<file path="src/rtl/cpu16_regfile_pkg.sv">
// Shared types and helpers for the cpu16 multi-port register file.
// Latency: n/a (types, constants and pure functions only).
// Backpressure: n/a.
package cpu16_regfile_pkg;

  localparam int DATA_WIDTH      = 16;
  localparam int NUM_REGS        = 16;
  localparam int INDEX_WIDTH     = $clog2(NUM_REGS);
  // Upper bound on write ports that the priority select below can handle
  localparam int MAX_WRITE_PORTS = 8;
  localparam int WP_SEL_WIDTH    = $clog2(MAX_WRITE_PORTS);

  typedef logic [DATA_WIDTH-1:0]  word_t;
  typedef logic [INDEX_WIDTH-1:0] reg_idx_t;

  localparam reg_idx_t ZERO_REG = '0;

  // Result of a write-port priority search: any hit, and which port won
  typedef struct packed {
    logic                    hit;
    logic [WP_SEL_WIDTH-1:0] port;
  } wp_sel_t;

  // Highest-numbered hitting port wins; shared by storage update and bypass
  function automatic wp_sel_t wp_select(input logic [MAX_WRITE_PORTS-1:0] hits);
    wp_sel_t sel;
    sel = '0;
    for (int i = 0; i < MAX_WRITE_PORTS; i++) begin
      if (hits[i]) begin
        sel.hit  = 1'b1;
        sel.port = WP_SEL_WIDTH'(i);
      end
    end
    return sel;
  endfunction

  // An index that names real, writable, trackable storage:
  // in range and not the hardwired zero register
  function automatic logic idx_live(input int idx, input int num_regs, input bit zero_reg);
    return (idx < num_regs) && !(zero_reg && (idx == int'(ZERO_REG)));
  endfunction

endpackage

</file>
<file path="src/rtl/register_file_mp_if.sv">
// Bundle of read, write and reserve signals between issue/writeback and the register file.
// Latency: n/a (wires only).
// Backpressure: none; readBusy is the stall indication for the issue stage.
interface register_file_mp_if
  import cpu16_regfile_pkg::*;
#(
  parameter int DataWidth     = DATA_WIDTH,
  parameter int NumRegs       = NUM_REGS,
  parameter int IndexWidth    = $clog2(NumRegs),
  parameter int NumReadPorts  = 2,
  parameter int NumWritePorts = 2
);

  logic [NumWritePorts-1:0]                 writeEn;
  logic [NumWritePorts-1:0][IndexWidth-1:0] writeAddr;
  logic [NumWritePorts-1:0][DataWidth-1:0]  writeData;
  logic                                     reserveEn;
  logic [IndexWidth-1:0]                    reserveAddr;
  logic [NumReadPorts-1:0][IndexWidth-1:0]  readAddr;
  logic [NumReadPorts-1:0][DataWidth-1:0]   readData;
  logic [NumReadPorts-1:0]                  readBusy;
  logic                                     idle;

  modport master (
    output writeEn, writeAddr, writeData, reserveEn, reserveAddr, readAddr,
    input  readData, readBusy, idle
  );

  modport slave (
    input  writeEn, writeAddr, writeData, reserveEn, reserveAddr, readAddr,
    output readData, readBusy, idle
  );

endinterface

</file>
<file path="src/rtl/regfile_scoreboard.sv">
// Busy-bit scoreboard: one pending flag per register, set by reserve, cleared by writeback.
// Latency: busy updates at the clock edge; readBusy/idle are combinational from the flops.
// Backpressure: none; readBusy tells the issue stage to stall on an unresolved operand.
module regfile_scoreboard
  import cpu16_regfile_pkg::*;
#(
  parameter int NumRegs       = NUM_REGS,
  parameter int IndexWidth    = $clog2(NumRegs),
  parameter int NumReadPorts  = 2,
  parameter int NumWritePorts = 2,
  parameter bit ZeroReg       = 1'b1
) (
  input  logic                                     clk,
  input  logic                                     rst,
  // Write enables arrive already filtered to live indices
  input  logic [NumWritePorts-1:0]                 wr_en_i,
  input  logic [NumWritePorts-1:0][IndexWidth-1:0] wr_addr_i,
  input  logic                                     rsv_en_i,
  input  logic [IndexWidth-1:0]                    rsv_addr_i,
  input  logic [NumReadPorts-1:0][IndexWidth-1:0]  rd_addr_i,
  // Per read port: a same-cycle write is being forwarded, so the operand is ready
  input  logic [NumReadPorts-1:0]                  byp_hit_i,
  output logic [NumReadPorts-1:0]                  rd_busy_o,
  output logic                                     idle_o
);

  logic [NumRegs-1:0] busy_q;
  logic [NumRegs-1:0] busy_d;

  // Writes clear first, then a reserve re-sets: the newer producer keeps the register pending
  always_comb begin
    busy_d = busy_q;
    for (int i = 0; i < NumWritePorts; i++) begin
      if (wr_en_i[i]) begin
        busy_d[wr_addr_i[i]] = 1'b0;
      end
    end
    if (rsv_en_i && idx_live(int'(rsv_addr_i), NumRegs, ZeroReg)) begin
      busy_d[rsv_addr_i] = 1'b1;
    end
  end

  // Busy flops, cleared asynchronously
  always_ff @(posedge clk or posedge rst) begin
    if (rst) begin
      busy_q <= '0;
    end else begin
      busy_q <= busy_d;
    end
  end

  // Operand is busy unless it is the zero register, out of range, or being forwarded now
  always_comb begin
    rd_busy_o = '0;
    for (int j = 0; j < NumReadPorts; j++) begin
      if (idx_live(int'(rd_addr_i[j]), NumRegs, ZeroReg)) begin
        rd_busy_o[j] = busy_q[rd_addr_i[j]] & ~byp_hit_i[j];
      end
    end
  end

  assign idle_o = ~|busy_q;

endmodule

</file>
<file path="src/rtl/register_file_mp.sv">
// Multi-port register file with hardwired r0, write-to-read bypass and a busy scoreboard.
// Latency: reads combinational (zero cycle); writes and reserves take effect at the clock edge.
// Backpressure: none; issue stalls on readBusy, writeback is always accepted.
module register_file_mp
  import cpu16_regfile_pkg::*;
#(
  parameter int                   DataWidth     = DATA_WIDTH,
  parameter int                   NumRegs       = NUM_REGS,
  parameter int                   IndexWidth    = $clog2(NumRegs),
  parameter int                   NumReadPorts  = 2,
  parameter int                   NumWritePorts = 2,
  parameter bit                   Bypass        = 1'b1,
  parameter bit                   ZeroReg       = 1'b1,
  parameter logic [DataWidth-1:0] ResetValue    = '0
) (
  input  logic               clk,
  input  logic               rst,
  register_file_mp_if.slave  bus
);

  logic [DataWidth-1:0] regs_q [NumRegs];
  logic [DataWidth-1:0] regs_d [NumRegs];

  // Write strobes that actually land: in range and not aimed at the zero register
  logic [NumWritePorts-1:0]               wr_ok;
  logic [MAX_WRITE_PORTS-1:0]             wr_hits;
  wp_sel_t                                wr_sel;
  logic [MAX_WRITE_PORTS-1:0]             rd_hits;
  wp_sel_t                                rd_sel;
  logic [NumReadPorts-1:0][DataWidth-1:0] rd_data;
  logic [NumReadPorts-1:0]                byp_hit;

  // Qualify each write port against the live index range
  always_comb begin
    wr_ok = '0;
    for (int i = 0; i < NumWritePorts; i++) begin
      wr_ok[i] = bus.writeEn[i] && idx_live(int'(bus.writeAddr[i]), NumRegs, ZeroReg);
    end
  end

  // Per register, take the data of the highest-numbered port writing it this cycle
  always_comb begin
    regs_d  = regs_q;
    wr_hits = '0;
    wr_sel  = '0;
    for (int r = 0; r < NumRegs; r++) begin
      wr_hits = '0;
      for (int i = 0; i < NumWritePorts; i++) begin
        wr_hits[i] = wr_ok[i] && (int'(bus.writeAddr[i]) == r);
      end
      wr_sel = wp_select(wr_hits);
      for (int i = 0; i < NumWritePorts; i++) begin
        if (wr_sel.hit && (int'(wr_sel.port) == i)) begin
          regs_d[r] = bus.writeData[i];
        end
      end
    end
  end

  // Register array, loaded with ResetValue asynchronously
  always_ff @(posedge clk or posedge rst) begin
    if (rst) begin
      for (int r = 0; r < NumRegs; r++) begin
        regs_q[r] <= ResetValue;
      end
    end else begin
      regs_q <= regs_d;
    end
  end

  // Read mux: stored value, overridden by a same-cycle write when bypass is enabled;
  // r0 (with ZeroReg) and out-of-range indices read as zero
  always_comb begin
    rd_data = '0;
    byp_hit = '0;
    rd_hits = '0;
    rd_sel  = '0;
    for (int j = 0; j < NumReadPorts; j++) begin
      rd_hits = '0;
      rd_sel  = '0;
      if (idx_live(int'(bus.readAddr[j]), NumRegs, ZeroReg)) begin
        rd_data[j] = regs_q[bus.readAddr[j]];
        for (int i = 0; i < NumWritePorts; i++) begin
          rd_hits[i] = wr_ok[i] && (bus.writeAddr[i] == bus.readAddr[j]);
        end
        rd_sel = wp_select(rd_hits);
        if (Bypass && rd_sel.hit) begin
          byp_hit[j] = 1'b1;
          for (int i = 0; i < NumWritePorts; i++) begin
            if (int'(rd_sel.port) == i) begin
              rd_data[j] = bus.writeData[i];
            end
          end
        end
      end
    end
  end

  assign bus.readData = rd_data;

  regfile_scoreboard #(
    .NumRegs       (NumRegs),
    .IndexWidth    (IndexWidth),
    .NumReadPorts  (NumReadPorts),
    .NumWritePorts (NumWritePorts),
    .ZeroReg       (ZeroReg)
  ) u_scoreboard (
    .clk        (clk),
    .rst        (rst),
    .wr_en_i    (wr_ok),
    .wr_addr_i  (bus.writeAddr),
    .rsv_en_i   (bus.reserveEn),
    .rsv_addr_i (bus.reserveAddr),
    .rd_addr_i  (bus.readAddr),
    .byp_hit_i  (byp_hit),
    .rd_busy_o  (bus.readBusy),
    .idle_o     (bus.idle)
  );

endmodule

</file>
<file path="src/flat_wrapper.sv">
// flat-port wrapper written by rule: the top's interface ports become plain ports
module register_file_mp_flat import cpu16_regfile_pkg::*;
#(
  parameter int                   DataWidth     = DATA_WIDTH,
  parameter int                   NumRegs       = NUM_REGS,
  parameter int                   IndexWidth    = $clog2(NumRegs),
  parameter int                   NumReadPorts  = 2,
  parameter int                   NumWritePorts = 2,
  parameter bit                   Bypass        = 1'b1,
  parameter bit                   ZeroReg       = 1'b1,
  parameter logic [DataWidth-1:0] ResetValue    = '0
)
  (clk, rst, bus_writeEn, bus_writeAddr, bus_writeData, bus_reserveEn, bus_reserveAddr, bus_readAddr, bus_readData, bus_readBusy, bus_idle);
  register_file_mp_if #(.DataWidth(DataWidth), .NumRegs(NumRegs), .IndexWidth(IndexWidth), .NumReadPorts(NumReadPorts), .NumWritePorts(NumWritePorts)) bus_i ();
  input  logic clk;
  input  logic rst;
  input wire logic [$bits(bus_i.writeEn)-1:0] bus_writeEn;
  input wire logic [$bits(bus_i.writeAddr)-1:0] bus_writeAddr;
  input wire logic [$bits(bus_i.writeData)-1:0] bus_writeData;
  input wire logic [$bits(bus_i.reserveEn)-1:0] bus_reserveEn;
  input wire logic [$bits(bus_i.reserveAddr)-1:0] bus_reserveAddr;
  input wire logic [$bits(bus_i.readAddr)-1:0] bus_readAddr;
  output wire logic [$bits(bus_i.readData)-1:0] bus_readData;
  output wire logic [$bits(bus_i.readBusy)-1:0] bus_readBusy;
  output wire logic [$bits(bus_i.idle)-1:0] bus_idle;
  assign bus_i.writeEn = bus_writeEn;
  assign bus_i.writeAddr = bus_writeAddr;
  assign bus_i.writeData = bus_writeData;
  assign bus_i.reserveEn = bus_reserveEn;
  assign bus_i.reserveAddr = bus_reserveAddr;
  assign bus_i.readAddr = bus_readAddr;
  assign bus_readData = bus_i.readData;
  assign bus_readBusy = bus_i.readBusy;
  assign bus_idle = bus_i.idle;
  register_file_mp #(.DataWidth(DataWidth), .NumRegs(NumRegs), .IndexWidth(IndexWidth), .NumReadPorts(NumReadPorts), .NumWritePorts(NumWritePorts), .Bypass(Bypass), .ZeroReg(ZeroReg), .ResetValue(ResetValue)) u_core (.clk(clk), .rst(rst), .bus(bus_i));
endmodule
</file>
<file path="config.mk">
export PLATFORM = sky130hd
export DESIGN_NAME = register_file_mp_flat
export DESIGN_NICKNAME = d
export VERILOG_FILES = /design/src/rtl/cpu16_regfile_pkg.sv /design/src/rtl/register_file_mp_if.sv /design/src/rtl/regfile_scoreboard.sv /design/src/rtl/register_file_mp.sv /design/src/flat_wrapper.sv
export SDC_FILE = /design/constraint.sdc
export NUM_CORES = 1
export LEC_CHECK = 0
export CORE_MARGIN = 2
export CORE_UTILIZATION = 42
export CTS_CLUSTER_SIZE = 24
export DETAILED_ROUTE_END_ITERATION = 6
export PLACE_DENSITY_LB_ADDON = 0.3
export SLEW_MARGIN = 20
export SYNTH_ARGS = -nofsm -noshare
export SYNTH_HDL_FRONTEND = slang
export SYNTH_HIERARCHICAL = 1
export SYNTH_SLANG_ARGS = --single-unit
</file>
<file path="constraint.sdc">
create_clock -name clk -period 26.9 [get_ports clk]
set_input_delay 5.38 -clock clk [delete_from_list [all_inputs] [get_ports clk]]
set_output_delay 5.38 -clock clk [all_outputs]
set_load 0.02 [all_outputs]
</file>
# Yosys cells after proc, flatten, opt, wreduce, memory -nomap -nowiden

Index checks and enable logic that the tools add are counted.

Bits in registers: 272
Output and inout bits: 35
Input bits: 57

Mux-type cells: 103
Bitwise logic cells: 11
Eq/ne operators: 52
$lt $le $gt $ge: 10
Reductions and logical operators: 118

Operators by type and width:

| operator           | count |
|---|---|
| $mux 16            | 47 |
| $mux 4             | 38 |
| $bmux 16 s4        | 2 |
| $logic_and 1x1->1  | 74 |
| $eq 4x4->1 const B | 16 |
| $eq 3x2->1 const B | 18 |
| $logic_not 3->1    | 18 |
| $and 16x16->16     | 2 |
| $eq 4x3->1 const B | 8 |
| $not 16->16        | 2 |
| $reduce_bool 2->1  | 16 |
| $lt 4x5->1 const B | 5 |
| $logic_not 4->1    | 5 |
| $eq 4x2->1 const B | 4 |
| $eq 4x4->1         | 4 |
| $or 16x16->16      | 1 |
| $reduce_or 16->1   | 1 |
| $demux 1 s4        | 3 |
| $ge 4x1->1 const B | 3 |
| $mux 1             | 11 |
| $ge 5x5->1 const B | 2 |
| $not 4->5          | 2 |
| $bmux 1 s4         | 2 |
| $eq 4x1->1 const B | 2 |
| other kinds (3)    | 8 |

# Depth between registers and ports, before layout

Depth after elaboration: 12
Gate-level depth with buffers: 10

# Cells and area by module

The synthesis kept the hierarchy.

Modules (own cells, without submodules):

| module             | area each (µm²) | times used | cells each |
|---|---|---|---|
| register_file_mp   | 16708.5         | 1          | 1630 |
| regfile_scoreboard | 1138.6          | 1          | 106 |

# Least setup slack after synthesis

No wires, ideal clock.

Path kind: in2out
Start: input bus_writeAddr[3]
End: output bus_readBusy[1]
Slack: 14258 ps
Arrival: 7262 ps
Buffers on the path: 2
Required time: 21520 ps
Stages on the path: 6
Cells stage by stage: buf_2 > o41a_1 > nand4_2 > buf_2 > nand2_1 > o41ai_1

Word-level cells in the longest chain between the ends: 12

Ends and longest elaborated chain:

| item                        | RTL line                 | RTL |
|---|---|---|
| from (decl)                 | flat_wrapper.sv:18       | `input wire logic [$bits(bus_i.writeAddr)-1:0] bus_writeAddr;` |
| $logic_not 4->1             | cpu16_regfile_pkg.sv:40  | `return (idx < num_regs) && !(zero_reg && (idx == int'(ZERO_REG)));` |
| $logic_not 1->1             | cpu16_regfile_pkg.sv:40  |  |
| $logic_and 1x1->1           | register_file_mp.sv:37   | `wr_ok[i] = bus.writeEn[i] && idx_live(int'(bus.writeAddr[i]), NumRegs, ZeroReg);` |
| named net u_core.wr_ok[0]   | register_file_mp.sv:25   | `logic [NumWritePorts-1:0] wr_ok;` |
| $logic_and 1x1->1           | register_file_mp.sv:84   | `rd_hits[i] = wr_ok[i] && (bus.writeAddr[i] == bus.readAddr[j]);` |
| $mux 4 (2 in a row)         | cpu16_regfile_pkg.sv:29  | `if (hits[i]) begin` |
| $mux 4                      | register_file_mp.sv:81   | `if (idx_live(int'(bus.readAddr[j]), NumRegs, ZeroReg)) begin` |
| $mux 1                      | register_file_mp.sv:87   | `if (Bypass && rd_sel.hit) begin` |
| $mux 1                      | register_file_mp.sv:81   |  |
| named net u_core.byp_hit[1] | register_file_mp.sv:31   | `logic [NumReadPorts-1:0] byp_hit;` |
| $not 1->1                   | regfile_scoreboard.sv:57 | `rd_busy_o[j] = busy_q[rd_addr_i[j]] & ~byp_hit_i[j];` |
| $and 1x1->1                 | regfile_scoreboard.sv:57 |  |
| $mux 1                      | regfile_scoreboard.sv:56 | `if (idx_live(int'(rd_addr_i[j]), NumRegs, ZeroReg)) begin` |
| to (decl)                   | flat_wrapper.sv:24       | `output wire logic [$bits(bus_i.readBusy)-1:0] bus_readBusy;` |

The timed path passes the listed nets, and every way through them passes these cells. The select of a mux whose other input is x is not followed.

# Worst setup path in the final report

Start: input bus_readAddr[0]
End: output bus_readData[13]

Word-level cells in the longest chain between the ends: 9

Ends and longest elaborated chain:

| item                                                                | RTL line               | RTL |
|---|---|---|
| from (decl)                                                         | flat_wrapper.sv:22     | `input wire logic [$bits(bus_i.readAddr)-1:0] bus_readAddr;` |
| parallel branches: the longest is 8 deep, another holds $bmux 16 s4 | -                      |  |
| $mux 16 (*)                                                         | register_file_mp.sv:81 |  |
| to (decl)                                                           | flat_wrapper.sv:23     | `output wire logic [$bits(bus_i.readData)-1:0] bus_readData;` |

Every way passes the cells marked *. The select of a mux whose other input is x is not followed.

==> metrics.txt <==
DP Wirelength=36170 µm; wire length on met1=23260 µm; Std-Cell Core Area=0.04195 mm²; max layer used=met5; Critical path buffers and inverters=3; Gate power share=0.278; ranking of synthesized cells by area=dfrtp_1 (38%), mux4_2 (16%), mux2i_1 (13%); Avg Cell Area, Syn=10.28 µm²; Filler cells=3802; initial antenna violation count=1; vias per cell=6.451; Clock Skew=0 ns; Core Rows=75; Port-buffer cells=91; post-route setup TNS=0 ns; asr flop ratio synth=1.000; DRC Markers=0; number of synthesized flops with an enable pin=0; worst setup path class=primary input to output pin; largest net degree at the start of global routing=113; min cycle time layout=14.46 ns; Fin. Hold Viols=0; Sequential Power Share=0.415; critical path arrival=9.08 ns; Root Driver=clkbuf_16; ys flop type=dfrtp_1; pre-CTS setup slack=12.44 ns; H-tree levels=1; GRT Residual Overflow=0; Seq/Total Area, Yosys=0.3814; cell internal pwr=956.3 µW; outcome=completed; vias in the first global route=14330; final setup margin=12.44 ns; diode count=0; Post-CTS Setup Bufs=0; RSZ-0062 raised after global routing=false; Clock Pin Slew Worst Setup and Hold Paths=0.06 ns; initial DRC count=1575; Leak=0.007900 µW; Die Width=210.1 µm; Clk network pwr share=0.307; global-route usage over all layers=0.2742; Detail Route met2 WL=28870 µm; Synth area leader=dfrtp_1; register bit total from synthesis=272; Routed Antenna Nets=0; area delta synth->final=10.75%; die outline height=210.1 µm; most frequent cells in the layout=dfrtp_1 (272), mux2i_1 (240), nor2_1 (240), a21oi_1 (201), mux4_2 (130); CTS resizes=0; worst-margin pin slew=1.072 ns; first-pass GRT wire length=91260 µm; cell family with most CP delay=buffers and inverters; global placer's final weighted congestion=0.8714; Crit. End Element=output pin; CP max stage delay=0.84 ns; total design power=1408 µW; Worst Setup Start Kind=primary input; WL met3=5797 µm; Sink Count=272; WL final=60700 µm; CP Cell Sequence=buf_4 -> buf_4 -> xnor2_1 -> nand3_1 -> or2_1 -> and3_1 -> o32ai_1 -> clkdlybuf4s50_1; critical-path maximum fanout=43; critical path data required time=21.52 ns; Synth cell types=54; CTS Buf Count=31; Boundary Pins=92; maximum clock path buffer count=3; top-area cell type share of the netlist area=0.3814; Post-DP Area=0.01873 mm²; Power Dens Cells=71.23 mW/mm²; # Max-Cap Violations=0; commonest non-fill, non-tap cell in the layout=dfrtp_1; worst rel slew slack=0.2853; f_max=69.14 MHz; Wirelength per Cell=26.97 µm; clk_lat worst skew=0.60 ns; Setup violations, final=0; synthesized cell area=0.01785 mm²; share of layout cells above drive strength 1=0.1530; Ys Warns=6; Post-Synthesis Cells=1736; Max VDD drop=52.56 µV; Die Area=0.04416 mm²; sw frac=0.3208; DR pass1 iterations=5; Worst path most repeated cell=buf_4; Max Slew Vio Count=0; CP max stage cell=buf_4; clock tree from TritonCTS=built; nets@finish=1744; post-route clock period utilization=0.5377; final instance area=0.01977 mm²; Hold Path Class=flip-flop to flip-flop; net count after synthesis=1793; starting density of the core=0.4255; P_sw=451.6 µW; CTS Hold Buffers Added=0; vias=14522
[cell usage after synthesis, drive strengths merged, types with 8 or more instances]
| cell type | n |
|---|---|
| a21oi | 201 |
| a22o | 10 |
| a22oi | 71 |
| a31oi | 30 |
| buf | 94 |
| clkbuf | 118 |
| dfrtp | 272 |
| mux2i | 240 |
| mux4 | 135 |
| nand2 | 122 |
| nand3 | 34 |
| nor2 | 252 |
| nor2b | 15 |
| o21ai | 49 |
| o22ai | 11 |
| xnor2 | 8 |
| xor2 | 8 |
[power by group through the flow]
stage	clock network, µW	logic [µW]	registers (µW)
final	432	391	585
after global routing	453	423	596
after CTS	437	388	581
after detailed placement	0	388	587
after global placement	0	379	579
after floorplan	0	287	561
[worst register-to-register path, stage by stage (launching register included)]
cell,delay (ns)
dfrtp_1,0.40
mux2i_1,0.15
o21ai_0,0.12
[worst paths after layout]
check / from / to / slack [ns] / depth (start not counted)
setup reg to reg: u_core/regs_q[55] / u_core/regs_q[55] / 26.09 / 2
hold reg to reg: u_core/regs_q[248] / u_core/regs_q[248] / 0.39 / 0
min in group asynchronous: rst / u_core/u_scoreboard/busy_q[11] / 5.35 / 2
max in group asynchronous: rst / u_core/regs_q[42] / 19.94 / 3
setup / recovery: bus_readAddr[0] / bus_readData[13] / 12.44 / 8
hold / removal: u_core/regs_q[248] / u_core/regs_q[248] / 0.39 / 0
[area by class of cell]
cell class / instances / area, µm² / share of cell area
clock inverter: 11 / 90.09 / 0.004558
sequential: 272 / 6807 / 0.3443
tap: 539 / 674.4 / 0.03412
timing repair buffer: 130 / 1194 / 0.06039
clock buffer: 47 / 945.9 / 0.04785
multi-input combinational: 1246 / 10030 / 0.5072
inverter: 6 / 30.03 / 0.001519
[state kept, by name (all words and copies together) (netlist names)]
signal and cells:
u_core/u_scoreboard/busy_q 16, u_core/regs_q 256
[stage by stage]
stage	util	instances	hold WS [ns]
after floorplan	-	1736	0.4413
after global placement	0.4464	2193	0.3771
after detailed placement	0.4464	2193	0.3833
after CTS	0.4711	2251	0.3966
after global routing	0.4712	2251	0.4100
final	0.4712	2251	0.3917
[logic make-up (layout without fill, tap and decap cells)]
group / after synthesis / in the layout / share of synthesized area
buf+inv: 218 / 194 / 0.06162
simple gates: 467 / 467 / 0.1151
flops: 272 / 272 / 0.3814
mux: 376 / 376 / 0.3066
compound gates: 387 / 387 / 0.1274
xor+xnor: 16 / 16 / 0.007852
[per-layer routing]
layer  global-route usage  up-vias
met5                    0        -
met3              0.05408      167
li1                     -     6232
met2               0.4438      838
met1               0.3571     7283
met4               0.1262        2
Power figures use the tool's default switching activity.
